## src/rtl/smg_pkg.sv

```systemverilog
// ==========================================================================
// smg_pkg : segment codes and scan-state encoding for the SMG scan path
// Rev 1.0
// ==========================================================================
`default_nettype none

package smg_pkg;

  // Active-low segment codes, bit7 = DP (off)
  localparam logic [7:0] SEG_0   = 8'hC0;
  localparam logic [7:0] SEG_1   = 8'hF9;
  localparam logic [7:0] SEG_2   = 8'hA4;
  localparam logic [7:0] SEG_3   = 8'hB0;
  localparam logic [7:0] SEG_4   = 8'h99;
  localparam logic [7:0] SEG_5   = 8'h92;
  localparam logic [7:0] SEG_6   = 8'h82;
  localparam logic [7:0] SEG_7   = 8'hF8;
  localparam logic [7:0] SEG_8   = 8'h80;
  localparam logic [7:0] SEG_9   = 8'h90;
  localparam logic [7:0] SEG_OFF = 8'hFF;

  typedef enum logic [1:0] {
    ST_IDLE  = 2'd0,
    ST_BLANK = 2'd1,
    ST_SHOW  = 2'd2
  } smg_state_t;

endpackage

`default_nettype wire

```

## src/rtl/smg_digit_lut.sv

```systemverilog
// ==========================================================================
// smg_digit_lut : combinational BCD to active-low seven-segment encoder
// Rev 1.0
// ==========================================================================
`default_nettype none

module smg_digit_lut
  import smg_pkg::*;
(
  input  logic [3:0] bcd,
  output logic [7:0] seg
);

  always_comb begin
    seg = SEG_OFF;
    case (bcd)
      4'd0:    seg = SEG_0;
      4'd1:    seg = SEG_1;
      4'd2:    seg = SEG_2;
      4'd3:    seg = SEG_3;
      4'd4:    seg = SEG_4;
      4'd5:    seg = SEG_5;
      4'd6:    seg = SEG_6;
      4'd7:    seg = SEG_7;
      4'd8:    seg = SEG_8;
      4'd9:    seg = SEG_9;
      default: seg = SEG_OFF;
    endcase
  end

endmodule

`default_nettype wire

```

## src/rtl/smg_scan_ctrl.sv

```systemverilog
// ==========================================================================
// smg_scan_ctrl : multiplexed common-anode 7-seg scan controller with blank gap
// Rev 1.0
// ==========================================================================
`default_nettype none

module smg_scan_ctrl
  import smg_pkg::*;
#(
  parameter int N_DIGITS     = 6,
  parameter int SCAN_CYCLES  = 50000,
  parameter int BLANK_CYCLES = 500,
  parameter int LZ_BLANK     = 1
) (
  input  logic                  CLK,
  input  logic                  RST,
  input  logic                  enable,
  input  logic [4*N_DIGITS-1:0] digits_in,
  input  logic [N_DIGITS-1:0]   dp_in,
  input  logic                  load_req,
  output logic                  load_ack,
  output logic                  frame_start,
  output logic [7:0]            SMG_DATA,
  output logic [N_DIGITS-1:0]   SCAN_SIG
);

  localparam int CNT_MAX = (SCAN_CYCLES > BLANK_CYCLES) ? SCAN_CYCLES : BLANK_CYCLES;
  localparam int CNT_W   = (CNT_MAX > 1) ? $clog2(CNT_MAX) : 1;
  localparam int IDX_W   = (N_DIGITS > 1) ? $clog2(N_DIGITS) : 1;

  localparam logic [CNT_W-1:0] SCAN_LAST  = CNT_W'(SCAN_CYCLES - 1);
  localparam logic [CNT_W-1:0] BLANK_LAST = CNT_W'(BLANK_CYCLES - 1);
  localparam logic [IDX_W-1:0] IDX_LAST   = IDX_W'(N_DIGITS - 1);

  smg_state_t             state, state_nx;
  logic [IDX_W-1:0]       idx, idx_nx;
  logic [CNT_W-1:0]       cnt, cnt_nx;
  logic [4*N_DIGITS-1:0]  shadow_dig;
  logic [N_DIGITS-1:0]    shadow_dp;
  logic                   fs_nx, capture;
  logic [7:0]             data_nx;
  logic [N_DIGITS-1:0]    scan_nx;
  logic [7:0]             lut_seg [N_DIGITS];
  logic [7:0]             code    [N_DIGITS];
  logic [N_DIGITS-1:0]    lz_mask;
  logic                   zero_run;

  for (genvar i = 0; i < N_DIGITS; i++) begin : g_lut
    smg_digit_lut u_lut (
      .bcd (shadow_dig[4*i +: 4]),
      .seg (lut_seg[i])
    );
  end

  // A digit is a leading zero when it and everything above it are zero.
  always_comb begin
    zero_run = 1'b1;
    lz_mask  = '0;
    for (int i = N_DIGITS - 1; i >= 0; i--) begin
      zero_run = zero_run & (shadow_dig[4*i +: 4] == 4'd0);
      if (i != 0) lz_mask[i] = zero_run & (LZ_BLANK != 0);
    end
    for (int i = 0; i < N_DIGITS; i++) begin
      code[i] = lz_mask[i] ? SEG_OFF : lut_seg[i];
      if (shadow_dp[i]) code[i][7] = 1'b0;
    end
  end

  always_comb begin
    state_nx = state;
    idx_nx   = idx;
    cnt_nx   = cnt;
    fs_nx    = 1'b0;
    if (!enable) begin
      state_nx = ST_IDLE;
      idx_nx   = '0;
      cnt_nx   = '0;
    end else begin
      case (state)
        ST_IDLE: begin
          state_nx = ST_BLANK;
          idx_nx   = '0;
          cnt_nx   = '0;
          fs_nx    = 1'b1;
        end
        ST_BLANK: begin
          if (cnt == BLANK_LAST) begin
            state_nx = ST_SHOW;
            cnt_nx   = '0;
          end else begin
            cnt_nx = cnt + CNT_W'(1);
          end
        end
        ST_SHOW: begin
          if (cnt == SCAN_LAST) begin
            state_nx = ST_BLANK;
            cnt_nx   = '0;
            if (idx == IDX_LAST) begin
              idx_nx = '0;
              fs_nx  = 1'b1;
            end else begin
              idx_nx = idx + IDX_W'(1);
            end
          end else begin
            cnt_nx = cnt + CNT_W'(1);
          end
        end
        default: state_nx = ST_IDLE;
      endcase
    end

    // Shadow only changes between frames, so the code table is stable while lit.
    capture = load_req & ((state == ST_IDLE) | fs_nx);

    data_nx = SEG_OFF;
    scan_nx = '1;
    if (state_nx == ST_SHOW) begin
      data_nx = code[idx_nx];
      scan_nx = ~(N_DIGITS'(1) << idx_nx);
    end
  end

  always_ff @(posedge CLK) begin
    if (RST) begin
      state       <= ST_IDLE;
      idx         <= '0;
      cnt         <= '0;
      shadow_dig  <= {N_DIGITS{4'hF}};
      shadow_dp   <= '0;
      load_ack    <= 1'b0;
      frame_start <= 1'b0;
      SMG_DATA    <= SEG_OFF;
      SCAN_SIG    <= '1;
    end else begin
      state       <= state_nx;
      idx         <= idx_nx;
      cnt         <= cnt_nx;
      load_ack    <= capture;
      frame_start <= fs_nx;
      SMG_DATA    <= data_nx;
      SCAN_SIG    <= scan_nx;
      if (capture) begin
        shadow_dig <= digits_in;
        shadow_dp  <= dp_in;
      end
    end
  end

endmodule

`default_nettype wire

```

## config.mk

```make
export PLATFORM = sky130hd
export DESIGN_NAME = smg_scan_ctrl
export DESIGN_NICKNAME = d
export VERILOG_FILES = /design/src/rtl/smg_pkg.sv /design/src/rtl/smg_digit_lut.sv /design/src/rtl/smg_scan_ctrl.sv
export SDC_FILE = /design/constraint.sdc
export NUM_CORES = 1
export LEC_CHECK = 0
export ABC_AREA = 1
export BUFFER_PORTS_ARGS = -buffer_cell sky130_fd_sc_hd__buf_2
export CAP_MARGIN = 25
export CORE_UTILIZATION = 34
export DETAILED_ROUTE_END_ITERATION = 7
export GPL_TIMING_DRIVEN = 0
export SLEW_MARGIN = 0
export SYNTH_ARGS = -nofsm -noshare
export SYNTH_HDL_FRONTEND = slang
export SYNTH_SLANG_ARGS = --single-unit
export TNS_END_PERCENT = 100
```

## constraint.sdc

```tcl
create_clock -name CLK -period 2.8 [get_ports CLK]
set_input_delay 0.42 -clock CLK [delete_from_list [all_inputs] [get_ports CLK]]
set_output_delay 0.42 -clock CLK [all_outputs]
set_load 0.05 [all_outputs]
```

Yosys cells after proc, flatten, opt, wreduce, memory -nomap -nowiden
Memories as Yosys holds them, arrays and structs flattened. A register that Yosys moved wholly into a read port is not among the register bits.
Cells that the tools add are included.
Word-level totals
  output and inout bits: 16
  register bits after elaboration: 67
  memories kept: 6
  word-level logic and storage cells: 85
  input bits: 34
  memory bits (read-only): 672
Memories
  (no name shown): depth 16, bits a word 7, read ports 1, clocked after Yosys merged registers in 1, write ports 0, RTL line smg_digit_lut.sv:16  | case (bcd)
  (no name shown): depth 16, bits a word 7, read ports 1, clocked after Yosys merged registers in 1, write ports 0, RTL line smg_digit_lut.sv:16
  (no name shown): depth 16, bits a word 7, read ports 1, clocked after Yosys merged registers in 1, write ports 0, RTL line smg_digit_lut.sv:16
  (no name shown): depth 16, bits a word 7, read ports 1, clocked after Yosys merged registers in 1, write ports 0, RTL line smg_digit_lut.sv:16
  (no name shown): depth 16, bits a word 7, read ports 1, clocked after Yosys merged registers in 1, write ports 0, RTL line smg_digit_lut.sv:16
  (no name shown): depth 16, bits a word 7, read ports 1, clocked after Yosys merged registers in 1, write ports 0, RTL line smg_digit_lut.sv:16
Cells by class
  shift-type cells: 1
  multiplexer cells: 41
  bitwise logic cells: 10
  reductions and logical operators: 9
  equal/unequal tests: 6
  magnitude comparators: 1
  add/subtract/negate cells: 2
Operators by type and width (number)
  $mux 8: 7
  $mux 4: 12
  $pmux 16 s3: 1
  $mux 16: 2
  $bmux 8 s3: 1
  $logic_not 4->1: 5
  $add 16x1->16 const B: 1
  $eq 16x16->1 const B: 1
  $eq 16x9->1 const B: 1
  $mux 1: 9
  $mux 3: 3
  $mux 2: 3
  $not 6->6: 1
  $pmux 2 s3: 1
  $pmux 3 s2: 1
  $shl 1x3->6 const A: 1
  $and 1x1->1: 5
  $eq 2x2->1 const B: 2
  $ge 4x4->1 const B: 1
  $not 3->4: 1
  $reduce_or 2->1: 2
  $add 3x1->3 const B: 1
  $eq 3x3->1 const B: 1
  $reduce_bool 3->1: 1
  other kinds (5): 6

Logic depth before layout (Yosys ltp)
  depth after elaboration: 10
  gate-level depth with buffers: 19
  mapped depth without buffers: 17

Hierarchy
From an unflattened synthesis, not the netlist that was laid out.
Second synthesis, totals
  cell total of the unflattened synthesis: 822
  area total of the unflattened synthesis: 4941.0 um2
By module, submodules not included
  smg_scan_ctrl: area each 3747.3 um2, cells each 600, instances 1, sequential area each 1341.3 um2
  smg_digit_lut: area each 198.9 um2, cells each 37, instances 6, sequential area each 0.0 um2

Worst setup path before layout
Ideal clock, no wire load.
  kind: flip-flop to flip-flop
  from: reg state[0]
  to: reg, netlist name g_lut[3].u_lut.seg[6]
  setup time: 0.119 ns
  clock period less this slack: 2.394 ns
  cell stages (with the launch flop): 18
  data required time: 2.681 ns
  buffers on the path: 3
  setup slack: 0.406 ns
  arrival time: 2.275 ns
  cell sequence: dfxtp_1 -> inv_1 -> ha_1 -> buf_4 -> inv_1 -> nor3_1 -> nand3_2 -> nand2_2 -> nand2_2 -> buf_6 -> buf_6 -> nand2_1 -> nand2_1 -> nor2_1 -> inv_1 -> ha_1 -> o21ai_2 -> o21ai_1
On the way
  word-level cells in the longest chain between the ends: 7
  elaborated cells on any way between the ends: 8
  classes of those cells: eq/ne (1); mux (4); bitwise (2); reduce/logical (1)
RTL lines
  from (decl): RTL line smg_scan_ctrl.sv:35  | smg_state_t state, state_nx;
  from (signal assigned): RTL line smg_scan_ctrl.sv:135  | state <= state_nx;
  $eq 2x2->1 / $logic_not 2->1 (equally long branches): RTL line smg_scan_ctrl.sv:79, smg_scan_ctrl.sv:113
  $pmux 1 s2: RTL line smg_scan_ctrl.sv:79  | case (state)
  $mux 1: RTL line smg_scan_ctrl.sv:74  | if (!enable) begin
  $or 1x1->1 *: RTL line smg_scan_ctrl.sv:113  | capture = load_req & ((state == ST_IDLE) | fs_nx);
  $and 1x1->1 *: RTL line smg_scan_ctrl.sv:113
  $mux 4 (no source line) * (2 in a row)
Mark *: on every way between the ends. The rest lies on a longest branch, timed or not.
A chain may end at the register's enable or synchronous reset.

Worst setup path in the final report
  from: reg state[0]
  to: reg, netlist name g_lut[1].u_lut.seg[5]
On the way
  word-level cells in the longest chain between the ends: 7
  elaborated cells on any way between the ends: 8
  classes of those cells: eq/ne (1); mux (4); bitwise (2); reduce/logical (1)
RTL lines (RTL line)
  $eq 2x2->1 / $logic_not 2->1 (equally long branches): smg_scan_ctrl.sv:79, smg_scan_ctrl.sv:113
  $pmux 1 s2: smg_scan_ctrl.sv:79
  $mux 1: smg_scan_ctrl.sv:74
  $or 1x1->1 *: smg_scan_ctrl.sv:113
  $and 1x1->1 *: smg_scan_ctrl.sv:113
  $mux 4 (no source line) * (2 in a row)
Marked as above.

==> summary.md <==
The run finished with clean final reports. For the via count of the first global-routing pass, the log shows 4,921. Each instance of the synthesized netlist takes up on average 6.891 sq um.

Along the worst path, the maximum fanout reaches 10. The tools report the H-tree depth as 3. The critical path's slowest cell was sky130_fd_sc_hd__dfxtp_2. The share of async-settable or async-resettable flops after synthesis was 0; the starting density of the core was 0.3536. The final standard cell utilization of the core is 0.4089, and the final-layout fill cell count is 1,820. The netlist uses 39 different library cells.

On the final layout, the worst hold slack is 0.3500 ns. For the finished layout, the period the worst path requires is 2.592 ns. TritonCTS built the clock tree. The signal on the critical path passes through inv_1 > ha_1 > buf_4 > inv_1 > nor3_2 > nand3_2 > nand2_4 > nand2_2 > buf_6 > buf_6 > nand2_2 > nand2_2 > nor2_4 > inv_1 > ha_1 > nor2_1 > nor2_1 > nand2_1 > nand2_1. After synthesis the cells add up to 5947 sq um. Area after detailed placement: 6467 sq um. The switching power share of the total is 0.2717. The most used flip-flop cell after synthesis is sky130_fd_sc_hd__dfxtp_1. The TritonCTS buffer count is 9, and the area added between synthesis and finish is 15.65%. The logs give 0 for the number of diodes and 0.35 ns for the clock latency reported for the late side of the worst-skew pair. The start-to-end type of the worst setup path was register to register. Setup violations remaining at the end of the flow were counted as 0. STA classifies the critical path startpoint as a register.

Including well taps, the total number of placed cells is 1,132. The detailed placer's ending HPWL was 10.98 mm; the number of synthesized flops with an enable pin was 0. The tools report the number of clock sinks seen by CTS as 109. Summed over all nets, the switching power comes to 0.9844 mW. The number of instances in the synthesized netlist was 863. The logs give 0 for the number of hold buffers added after CTS and 0.1705 for the overall track demand over capacity in global routing. For the sequential share of the synthesized area, the log shows 0.3669.

The logs give 258 for the iteration-0 DRC count of the detailed router and 0.466 for the fraction of power consumed by sequential logic. The worst setup margin is 0.2081 ns, and the wire length per cell after detailed routing is 12.53 microns. In the routed design, unresolved DRC markers number 0. The data arrival time of the critical path came out at 2.84 ns. The analysis attributes to cell leakage a power of 3.321 nW.

The post-synthesis net count is 920. The setup skew after layout is 0.01105 ns, and the final estimated routing congestion in global placement is 0.8415. The largest single stage delay on the critical path is 0.34 ns.

The path class of the tightest hold or removal check is primary input to register. CTS root buffer: sky130_fd_sc_hd__clkbuf_16. Total power for the finished layout comes to 3.624 mW.

Dividing the detail-routed via count by the number of cells gives 4.579. The final max-slew violation count came out at 0. The total number of yosys warnings was 0; the final instance area was 6878 sq um. The fraction of layout cells with a size suffix above 1 is 0.1931, and the maximum vdd ir drop is 0.2894 mV. The finished layout holds 1,152 standard cells, fillers aside. The share of the cycle needed by the critical path after routing works out to 0.9257. The final layout contains 984 nets. Data on the critical path is required at its endpoint by 3.04 ns. The slew of the pin with the lowest slew margin was 1.035 ns; the height of the die was 134.3 microns.

The floorplan has 47 rows. Global routing finished with a remaining overflow of 0. The number of register bits inferred by synthesis was 109; the number of antenna violations at the first check in global routing was 0.

The multi-input combinational cell area was 3242 sq um. The reported max-cap violation count came out at 0. The floorplan step defined a core boundary enclosing 16,820 sq um. The part of the total power dissipated in the clock network is 0.379, and the via count is 5,275.

The final layout contains routed wiring with a total length of 14.43 mm. Clock-pin slew was measured on the worst setup and hold paths at 0.07 ns. The first global-routing pass estimated 24.38 mm of wire. The final hold violation count is 0. Port buffering added 49 buffers. In this run the deepest clock path goes through 2 buffers. The die is 134.3 microns wide. The iteration count of the initial detailed-routing pass is 4, and the aggregate negative setup slack is 0 ns. The flop-to-flop setup slack was 0.21 ns; the worst path buffer plus inverter count was 6.

The internal portion of the total power is 2.639 mW. The count of nets left with antenna violations after detail routing came out at 0. The worst relative slew slack was 0.3099. The category of cells accounting for the largest share of critical-path delay is simple AND/OR/NAND/NOR gates.

STA classifies the critical path endpoint as a register. The footprint of the flip-flops and latches is 2183 sq um. Power spread over the standard cell area amounts to 526.9 nW/um^2. Entering global routing, the biggest net connects 18 pins. The achievable clock frequency came out at 385.8 MHz. Worst setup timing slack at the placement stage: 0.006210 ns.

Setup repair after global routing could not meet its margin everywhere. The combinational group share of total power is 0.155, and the number of top-level pins is 50. The die covers 18,020 sq um.
## kinds of logic after synthesis
kind of cell	synth area share
AOI/OAI and AO/OA	0.07427
xor gates and xnor gates	0.007363
adders and majority gates	0.04839
buffers and inverters	0.09846
DFF	0.3669
and+or+nand+nor	0.4046
## cell usage in the layout (no fill, tap or decap), drive strengths merged, types with 17 or more instances in the layout
| master | synthesis | routed |
|---|---|---|
| inv | 110 | 111 |
| nand2 | 314 | 314 |
| clkbuf | 7 | 17 |
| nor2 | 72 | 72 |
| ha | 23 | 23 |
| dfxtp | 109 | 109 |
| o21ai | 34 | 34 |
| nand3 | 110 | 110 |
| a21oi | 29 | 29 |
| buf | 17 | 70 |
## synthesized netlist by cell type, drive strengths merged, types with 5 or more instances
cell type	number	area, sq um
a21oi	29	171.4
inv	110	412.9
dfxtp	109	2182
nand3	110	645.6
buf	17	138.9
nor2	72	386.6
nor3	7	35.03
nand2	314	1226
o21ai	34	215.2
ha	23	287.8
nand4	5	31.28
clkbuf	7	26.28
or2	7	43.79
## what timing repair did
action | in CTS | in global routing
gates resized for setup | 2 | 16
setup endpoints to repair | 2 | 33
cloned | 0 | 0
buffers inserted | 0 | 4
pin swaps | 0 | 1
## flip-flops by register name, summed over array words and instances (netlist names)
register / cells
cnt: 16
SMG_DATA: 8
SCAN_SIG: 6
shadow_dp: 6
state: 2
g_lut.u_lut.seg: 42
frame_start: 1
shadow_dig: 24
idx: 3
load_ack: 1
## power by group through the flow
stage | Clock (mW) | Combinational (mW) | Sequential [mW]
final | 1.37 | 0.563 | 1.69
after global routing | 1.46 | 0.646 | 1.70
after CTS | 1.39 | 0.550 | 1.69
after detailed placement | 0 | 0.546 | 1.72
after global placement | 0 | 0.545 | 1.72
after floorplan | 0 | 0.407 | 1.72
## final cells by class
class | instances | area share
well taps | 220 | 0.04002
plain buffers | 24 | 0.02420
repair buffers | 53 | 0.04002
flip-flops and latches | 109 | 0.3174
clock inverters | 6 | 0.01255
multi-input cells | 618 | 0.4713
inverters | 112 | 0.06112
clock buffers | 10 | 0.03329
## per-layer routing
layer,vias up,part of all wire,GRT usage
li1,2830,-,-
met1,2323,0.50,0.2293
met2,107,0.46,0.2815
met3,15,0.035,0.02797
met4,0,0.014,0.04557
met5,-,0,0
## path summary, 6_finish.rpt
check,from,endpoint,cells after the start
worst max-delay path,state[0]$_SDFF_PP0_,g_lut[1].u_lut.seg[5]$_DFF_P_,19
worst min-delay path,dp_in[1],shadow_dp[1]$_SDFFE_PP0N_,3
worst max register to register,state[0]$_SDFF_PP0_,g_lut[1].u_lut.seg[5]$_DFF_P_,19
worst min register to register,shadow_dp[4]$_SDFFE_PP0N_,shadow_dp[4]$_SDFFE_PP0N_,2
## worst register-to-register path, cell delays in order (launching register included)
cell	delay (ns)
sky130_fd_sc_hd__dfxtp_2	0.34
sky130_fd_sc_hd__inv_1	0.10
sky130_fd_sc_hd__ha_1	0.15
sky130_fd_sc_hd__buf_4	0.15
sky130_fd_sc_hd__inv_1	0.07
sky130_fd_sc_hd__nor3_2	0.17
sky130_fd_sc_hd__nand3_2	0.12
sky130_fd_sc_hd__nand2_4	0.10
sky130_fd_sc_hd__nand2_2	0.10
sky130_fd_sc_hd__buf_6	0.18
sky130_fd_sc_hd__buf_6	0.17
sky130_fd_sc_hd__nand2_2	0.07
sky130_fd_sc_hd__nand2_2	0.08
sky130_fd_sc_hd__nor2_4	0.17
sky130_fd_sc_hd__inv_1	0.06
sky130_fd_sc_hd__ha_1	0.19
sky130_fd_sc_hd__nor2_1	0.10
sky130_fd_sc_hd__nor2_1	0.06
sky130_fd_sc_hd__nand2_1	0.08
sky130_fd_sc_hd__nand2_1	0.04
(Power assumes the default switching activity.)
